**src/rtl/tile_cmd_if.sv**
```systemverilog
// Command/completion channel between tile_scheduler and the tile engine.
interface tile_cmd_if #(
  parameter int unsigned PIX_W = 32,
  parameter int unsigned CH_W  = 7
) ();
  logic             cmd_valid;
  logic             cmd_ready;
  logic [PIX_W-1:0] cmd_pix_base;
  logic [PIX_W-1:0] cmd_pix_cnt;
  logic [CH_W-1:0]  cmd_k_base;
  logic [CH_W-1:0]  cmd_k_cnt;
  logic [CH_W-1:0]  cmd_d_base;
  logic [CH_W-1:0]  cmd_d_cnt;
  logic             cmd_first_d;
  logic             cmd_last_d;
  logic             tile_done;

  modport master (
    output cmd_valid, cmd_pix_base, cmd_pix_cnt, cmd_k_base, cmd_k_cnt,
           cmd_d_base, cmd_d_cnt, cmd_first_d, cmd_last_d,
    input  cmd_ready, tile_done
  );

  modport slave (
    input  cmd_valid, cmd_pix_base, cmd_pix_cnt, cmd_k_base, cmd_k_cnt,
           cmd_d_base, cmd_d_cnt, cmd_first_d, cmd_last_d,
    output cmd_ready, tile_done
  );
endinterface

```
**src/rtl/tile_scheduler.sv**
```systemverilog
// Walks a layer as pix > k > d tile loops, issuing one command per tile and
// waiting for each tile's completion before issuing the next.
module tile_scheduler #(
  parameter int unsigned PIX_W = 32,
  parameter int unsigned CH_W  = 7
) (
  input  logic             clk,
  input  logic             rst_n,
  input  logic             start_i,
  input  logic [PIX_W-1:0] tile_n_i,
  input  logic [PIX_W-1:0] total_pix_i,
  input  logic [CH_W-1:0]  in_c_i,
  input  logic [CH_W-1:0]  out_c_i,
  input  logic [CH_W-1:0]  tile_d_i,
  input  logic [CH_W-1:0]  tile_k_i,
  tile_cmd_if.master       cmd,
  output logic             busy_o,
  output logic             done_o,
  output logic             err_o
);

  typedef enum logic [2:0] {StIdle, StCheck, StIssue, StWait, StErr, StFin} state_e;

  state_e           state_q, state_d;
  logic [PIX_W-1:0] tile_n_q, tile_n_d, total_pix_q, total_pix_d, pix_base_q, pix_base_d;
  logic [CH_W-1:0]  in_c_q, in_c_d, out_c_q, out_c_d, tile_d_q, tile_d_d, tile_k_q, tile_k_d;
  logic [CH_W-1:0]  k_base_q, k_base_d, d_base_q, d_base_d;
  logic             busy_q, busy_d, err_q, err_d;

  // Remaining extent and clipped tile size per loop; end tests use one extra bit.
  logic [PIX_W-1:0] pix_rem, pix_cnt;
  logic [CH_W-1:0]  k_rem, k_cnt, d_rem, d_cnt;
  logic [PIX_W:0]   pix_next;
  logic [CH_W:0]    k_next, d_next;
  logic             pix_end, k_end, d_end;

  assign pix_rem  = total_pix_q - pix_base_q;
  assign pix_cnt  = (tile_n_q < pix_rem) ? tile_n_q : pix_rem;
  assign pix_next = {1'b0, pix_base_q} + {1'b0, pix_cnt};
  assign pix_end  = pix_next >= {1'b0, total_pix_q};

  assign k_rem    = out_c_q - k_base_q;
  assign k_cnt    = (tile_k_q < k_rem) ? tile_k_q : k_rem;
  assign k_next   = {1'b0, k_base_q} + {1'b0, k_cnt};
  assign k_end    = k_next >= {1'b0, out_c_q};

  assign d_rem    = in_c_q - d_base_q;
  assign d_cnt    = (tile_d_q < d_rem) ? tile_d_q : d_rem;
  assign d_next   = {1'b0, d_base_q} + {1'b0, d_cnt};
  assign d_end    = d_next >= {1'b0, in_c_q};

  always_comb begin
    state_d     = state_q;
    tile_n_d    = tile_n_q;
    total_pix_d = total_pix_q;
    in_c_d      = in_c_q;
    out_c_d     = out_c_q;
    tile_d_d    = tile_d_q;
    tile_k_d    = tile_k_q;
    pix_base_d  = pix_base_q;
    k_base_d    = k_base_q;
    d_base_d    = d_base_q;
    busy_d      = busy_q;
    err_d       = err_q;
    unique case (state_q)
      StIdle: begin
        if (start_i) begin
          tile_n_d    = tile_n_i;
          total_pix_d = total_pix_i;
          in_c_d      = in_c_i;
          out_c_d     = out_c_i;
          tile_d_d    = tile_d_i;
          tile_k_d    = tile_k_i;
          pix_base_d  = '0;
          k_base_d    = '0;
          d_base_d    = '0;
          busy_d      = 1'b1;
          err_d       = 1'b0;
          state_d     = StCheck;
        end
      end
      StCheck: begin
        if (tile_n_q == '0 || tile_d_q == '0 || tile_k_q == '0) begin
          state_d = StErr;
        end else if (total_pix_q == '0 || out_c_q == '0 || in_c_q == '0) begin
          state_d = StFin;
        end else begin
          state_d = StIssue;
        end
      end
      StIssue: begin
        if (cmd.cmd_ready) state_d = StWait;
      end
      StWait: begin
        if (cmd.tile_done) begin
          state_d = StIssue;
          if (!d_end) begin
            d_base_d = d_next[CH_W-1:0];
          end else begin
            d_base_d = '0;
            if (!k_end) begin
              k_base_d = k_next[CH_W-1:0];
            end else begin
              k_base_d = '0;
              if (pix_end) state_d = StFin;
              else         pix_base_d = pix_next[PIX_W-1:0];
            end
          end
        end
      end
      StErr: begin
        err_d   = 1'b1;
        state_d = StFin;
      end
      StFin: begin
        busy_d  = 1'b0;
        state_d = StIdle;
      end
      default: state_d = StIdle;
    endcase
  end

  always_ff @(posedge clk) begin
    if (!rst_n) begin
      state_q     <= StIdle;
      tile_n_q    <= '0;
      total_pix_q <= '0;
      in_c_q      <= '0;
      out_c_q     <= '0;
      tile_d_q    <= '0;
      tile_k_q    <= '0;
      pix_base_q  <= '0;
      k_base_q    <= '0;
      d_base_q    <= '0;
      busy_q      <= 1'b0;
      err_q       <= 1'b0;
    end else begin
      state_q     <= state_d;
      tile_n_q    <= tile_n_d;
      total_pix_q <= total_pix_d;
      in_c_q      <= in_c_d;
      out_c_q     <= out_c_d;
      tile_d_q    <= tile_d_d;
      tile_k_q    <= tile_k_d;
      pix_base_q  <= pix_base_d;
      k_base_q    <= k_base_d;
      d_base_q    <= d_base_d;
      busy_q      <= busy_d;
      err_q       <= err_d;
    end
  end

  // Command fields are forced to zero outside ISSUE so idle outputs read as 0.
  logic issue;
  assign issue            = (state_q == StIssue);
  assign cmd.cmd_valid    = issue;
  assign cmd.cmd_pix_base = issue ? pix_base_q : '0;
  assign cmd.cmd_pix_cnt  = issue ? pix_cnt : '0;
  assign cmd.cmd_k_base   = issue ? k_base_q : '0;
  assign cmd.cmd_k_cnt    = issue ? k_cnt : '0;
  assign cmd.cmd_d_base   = issue ? d_base_q : '0;
  assign cmd.cmd_d_cnt    = issue ? d_cnt : '0;
  assign cmd.cmd_first_d  = issue && (d_base_q == '0);
  assign cmd.cmd_last_d   = issue && d_end;

  assign busy_o = busy_q;
  assign done_o = (state_q == StFin);
  assign err_o  = err_q;

endmodule

```
**src/flat_wrapper.sv**
```systemverilog
// flat-port wrapper written by rule: the top's interface ports become plain ports
module tile_scheduler_flat 
#(
  parameter int unsigned PIX_W = 32,
  parameter int unsigned CH_W  = 7
)
  (clk, rst_n, start_i, tile_n_i, total_pix_i, in_c_i, out_c_i, tile_d_i, tile_k_i, busy_o, done_o, err_o, cmd_cmd_valid, cmd_cmd_pix_base, cmd_cmd_pix_cnt, cmd_cmd_k_base, cmd_cmd_k_cnt, cmd_cmd_d_base, cmd_cmd_d_cnt, cmd_cmd_first_d, cmd_cmd_last_d, cmd_cmd_ready, cmd_tile_done);
  tile_cmd_if #(.PIX_W(PIX_W), .CH_W(CH_W)) cmd_i ();
  input  logic clk;
  input  logic rst_n;
  input  logic start_i;
  input  logic [PIX_W-1:0] tile_n_i;
  input  logic [PIX_W-1:0] total_pix_i;
  input  logic [CH_W-1:0] in_c_i;
  input  logic [CH_W-1:0] out_c_i;
  input  logic [CH_W-1:0] tile_d_i;
  input  logic [CH_W-1:0] tile_k_i;
  output logic busy_o;
  output logic done_o;
  output logic err_o;
  output wire logic [$bits(cmd_i.cmd_valid)-1:0] cmd_cmd_valid;
  output wire logic [$bits(cmd_i.cmd_pix_base)-1:0] cmd_cmd_pix_base;
  output wire logic [$bits(cmd_i.cmd_pix_cnt)-1:0] cmd_cmd_pix_cnt;
  output wire logic [$bits(cmd_i.cmd_k_base)-1:0] cmd_cmd_k_base;
  output wire logic [$bits(cmd_i.cmd_k_cnt)-1:0] cmd_cmd_k_cnt;
  output wire logic [$bits(cmd_i.cmd_d_base)-1:0] cmd_cmd_d_base;
  output wire logic [$bits(cmd_i.cmd_d_cnt)-1:0] cmd_cmd_d_cnt;
  output wire logic [$bits(cmd_i.cmd_first_d)-1:0] cmd_cmd_first_d;
  output wire logic [$bits(cmd_i.cmd_last_d)-1:0] cmd_cmd_last_d;
  input wire logic [$bits(cmd_i.cmd_ready)-1:0] cmd_cmd_ready;
  input wire logic [$bits(cmd_i.tile_done)-1:0] cmd_tile_done;
  assign cmd_cmd_valid = cmd_i.cmd_valid;
  assign cmd_cmd_pix_base = cmd_i.cmd_pix_base;
  assign cmd_cmd_pix_cnt = cmd_i.cmd_pix_cnt;
  assign cmd_cmd_k_base = cmd_i.cmd_k_base;
  assign cmd_cmd_k_cnt = cmd_i.cmd_k_cnt;
  assign cmd_cmd_d_base = cmd_i.cmd_d_base;
  assign cmd_cmd_d_cnt = cmd_i.cmd_d_cnt;
  assign cmd_cmd_first_d = cmd_i.cmd_first_d;
  assign cmd_cmd_last_d = cmd_i.cmd_last_d;
  assign cmd_i.cmd_ready = cmd_cmd_ready;
  assign cmd_i.tile_done = cmd_tile_done;
  tile_scheduler #(.PIX_W(PIX_W), .CH_W(CH_W)) u_core (.clk(clk), .rst_n(rst_n), .start_i(start_i), .tile_n_i(tile_n_i), .total_pix_i(total_pix_i), .in_c_i(in_c_i), .out_c_i(out_c_i), .tile_d_i(tile_d_i), .tile_k_i(tile_k_i), .cmd(cmd_i), .busy_o(busy_o), .done_o(done_o), .err_o(err_o));
endmodule
```
**config.mk**
```make
export PLATFORM = sky130hd
export DESIGN_NAME = tile_scheduler_flat
export DESIGN_NICKNAME = d
export VERILOG_FILES = /design/src/rtl/tile_cmd_if.sv /design/src/rtl/tile_scheduler.sv /design/src/flat_wrapper.sv
export SDC_FILE = /design/constraint.sdc
export NUM_CORES = 1
export LEC_CHECK = 0
export CAP_MARGIN = 40
export CORE_MARGIN = 1
export CORE_UTILIZATION = 50
export DETAILED_ROUTE_END_ITERATION = 8
export PLACE_DENSITY = 0.77
export SKIP_LAST_GASP = 1
export SLEW_MARGIN = 40
export SYNTH_ARGS = -nofsm -noshare
export SYNTH_HDL_FRONTEND = slang
export SYNTH_SLANG_ARGS = --single-unit
export TNS_END_PERCENT = 100
```
**constraint.sdc**
```tcl
create_clock -name clk -period 7.4 [get_ports clk]
set_input_delay 1.48 -clock clk [delete_from_list [all_inputs] [get_ports clk]]
set_output_delay 1.48 -clock clk [all_outputs]
set_load 0.05 [all_outputs]
```
==> results.cfg <==
[outcome]
status = complete, but fails checks
violations = setup timing

[timing]
rsz0062_at_grt = true
fmax_mhz = 115.6
holdWs_ps = 498.3
setup-violations-final = 36
setup_ws_ps = -1251
hold_violations = 0
period_needed_ps = 8651
fin_crit_sh_pct = 116.9
finClkSkew_ps = 17.15
relSlewSlack_pct = 43.30
worst_slew_pin_slew_ps = 842.7
drv_slew = 0

[global_route]
gr-total-overflow = 0
grt_pass1_vias = 14302
grt_usage_pct = 34.70
grt_max_degree = 99
antenna_found_initial = 0
grt_pass1_wl_um = 73040

[cells_and_area]
final_nets = 2506
n_antenna_cell = 0
fillerInstances = 1846
multi_input_area_sq_mm = 0.01021
regArea_sq_mm = 0.002870
drive_above_1_share_pct = 26.23
syn_to_final_growth_pct = 49.58

[yosys]
synth_edf_count = 0
synth_cells = 1704
syn-num-nets = 1985
synthesis.yosys.warnings = 0
synth_cell_types = 86
synth_area_sq_mm = 0.01316
synth.area.top_cells = dfxtp_1 22%, ha_1 17%, nand2_1 7.1%
seq_area_frac_synth_pct = 21.76
synth_top_area_cell = dfxtp_1
yosys.cell_count.top_type = nand2_1
synthTopCellsByCount = 248 x nand2_1, 178 x ha_1, 162 x inv_1, 143 x dfxtp_1, 111 x nor2_1
synth_ff_type = dfxtp_1
syn_avg_cell_area_sq_um = 7.720
ys_ff_latch = 143
post-synth-top-area-fraction_pct = 21.76
synthArstFlopShare_pct = 0

[route]
via_count = 14638
drt_iter0_markers = 1118
first_pass_iters = 5
wl_per_cell_um = 18.68
drc = 0
finalWirelength_um = 48070
avgViaCountPerCell = 5.689
ant_nets = 0

[critical_path]
startpoint_type = register
arrival_ps = 8980
cpMaxStageDelayCell = fa_2
cp_max_fo = 7
crit_path_end_kind = register
required_ps = 7730
cpPeakStageDelay_ps = 360
critPathKind = register to register

[floorplan]
die-area_sq_mm = 0.02696
start_util_pct = 50.77
die_w_um = 164.2
row_count = 59
fp.dieH_um = 164.2
coreArea_sq_mm = 0.02591
io_pins = 195

[power_and_ir_drop]
peakVddDrop_mv = 0.2326
power.leakage_nw = 8.735
p_per_area_mw_per_mm2 = 401.7

[clock_tree]
hold_buffers = 0
cts_max_path_buffers = 2
clk_pin_slew_ps = 80
clock-sinks = 143
htreeDepth = 4
numCtsBuffers = 17
cts_tree = yes
cts-root-buf = clkbuf_16
clk_latency_ps = 450

[placed_design]
dp_worst_setup_slack_ps = -1400
gp_congestion = 0.9715
io_buffers = 194
hpwl_um = 36160

[run]
maxCapViolations = 0

[hold_path]
hold_class = register to register
==> worst paths after layout <==
| kind | startpoint | end | slack (ps) | cells past startpoint |
|---|---|---|---|---|
| setup reg to reg | u_core.total_pix_q[0] | u_core.pix_base_q[18] | -1250 | 42 |
| hold / removal | u_core.out_c_q[0] | u_core.out_c_q[0] | 500 | 2 |
| setup / recovery | u_core.total_pix_q[0] | u_core.pix_base_q[18] | -1250 | 42 |
| hold reg to reg | u_core.out_c_q[0] | u_core.out_c_q[0] | 500 | 2 |
==> state kept, by name, summed over array words and instances (netlist names) <==
name,cells
u_core.tile_k_q,7
u_core.tile_n_q,32
u_core.tile_d_q,7
u_core.in_c_q,7
u_core.total_pix_q,32
u_core.state_q,3
u_core.out_c_q,7
u_core.d_base_q,7
u_core.busy_o,1
u_core.err_o,1
u_core.k_base_q,7
u_core.pix_base_q,32
==> worst max-delay path: cells and delay by family (launching register included) <==
kind / cells / cell delay [ps]
mux: 1 / 260
simple gates: 9 / 1560
compound gates: 17 / 3770
buf+inv: 8 / 940
xor+xnor: 2 / 220
flops: 1 / 340
fa+ha+maj: 5 / 1420
==> cell families (layout without fill, tap and decap cells) <==
logic type,after synthesis,count (layout),synth area share (%)
buf+inv,231,764,6.743
compound gates,451,451,24.29
mux,46,46,3.833
flops,143,143,21.76
simple gates,575,576,20.60
xor+xnor,74,74,4.927
fa+ha+maj,184,184,17.84
==> where the power goes <==
group	leakage, nW	switching, mW	internal [mW]	total, mW
combinational	7.26	3.10	2.78	5.88
sequential	1.17	0.150	0.891	1.04
clock	0.311	0.433	0.550	0.983
==> per-layer routing <==
metal	routed length, um	share of wire (%)	GRT usage (%)	up-vias
met2	22690	47	58.78	596
met3	3487	7.3	5.631	142
li1	-	-	-	6997
met4	1665	3.5	13.55	0
met5	0	0	0	-
met1	20230	42	43.69	6903
==> area by class of cell <==
class	instances	area share (%)
multi-input combinational	1331	51.91
tap	335	2.130
timing repair buffer	570	25.01
inverter	162	3.103
clock buffer	17	2.162
sequential	143	14.59
clock inverter	15	1.100
==> timing repair <==
action	in CTS	in global routing
endpoints found under the hold margin	0	0
endpoints found under the setup margin	37	46
setup buffers	25	18
cloned	1	0
gates resized for setup	62	56
pin swaps	50	41
==> cell usage in the layout (no fill, tap or decap), types with 17 or more instances in the layout <==
| cell type | Yosys | layout |
|---|---|---|
| buf_4 | 1 | 377 |
| nand2_1 | 248 | 246 |
| clkdlybuf4s50_1 | 0 | 170 |
| inv_1 | 162 | 159 |
| ha_1 | 178 | 158 |
| dfxtp_1 | 143 | 139 |
| nor2_1 | 111 | 108 |
| a21boi_0 | 92 | 92 |
| a21oi_1 | 90 | 77 |
| and2_1 | 51 | 51 |
| o21ai_0 | 54 | 43 |
| xnor2_1 | 49 | 42 |
| a21o_1 | 38 | 37 |
| o21a_1 | 29 | 29 |
| nor2b_1 | 30 | 29 |
| nor4_1 | 28 | 26 |
| nand4_1 | 25 | 25 |
| xor2_1 | 25 | 23 |
| mux2_2 | 27 | 21 |
| a211oi_1 | 23 | 17 |
| o21ai_1 | 13 | 17 |
| ha_4 | 0 | 17 |
| clkbuf_16 | 0 | 17 |
==> metrics by stage <==
stage	std cells	util [%]	power (mW)	TNS, ps	instance area, sq um
5_1_grt	2573	75.94	8.414	-52400	19680
3_5_place_dp	2498	69.62	6.109	-44370	18040
4_1_cts	2556	74.25	7.473	-33800	19240
6_report	2573	75.94	7.905	-40390	19680
2_1_floorplan	1704	-	4.060	-5221	13340
3_3_place_gp	2497	69.55	5.959	-39540	18020
No activity file was read; power rests on OpenSTA's default activity.
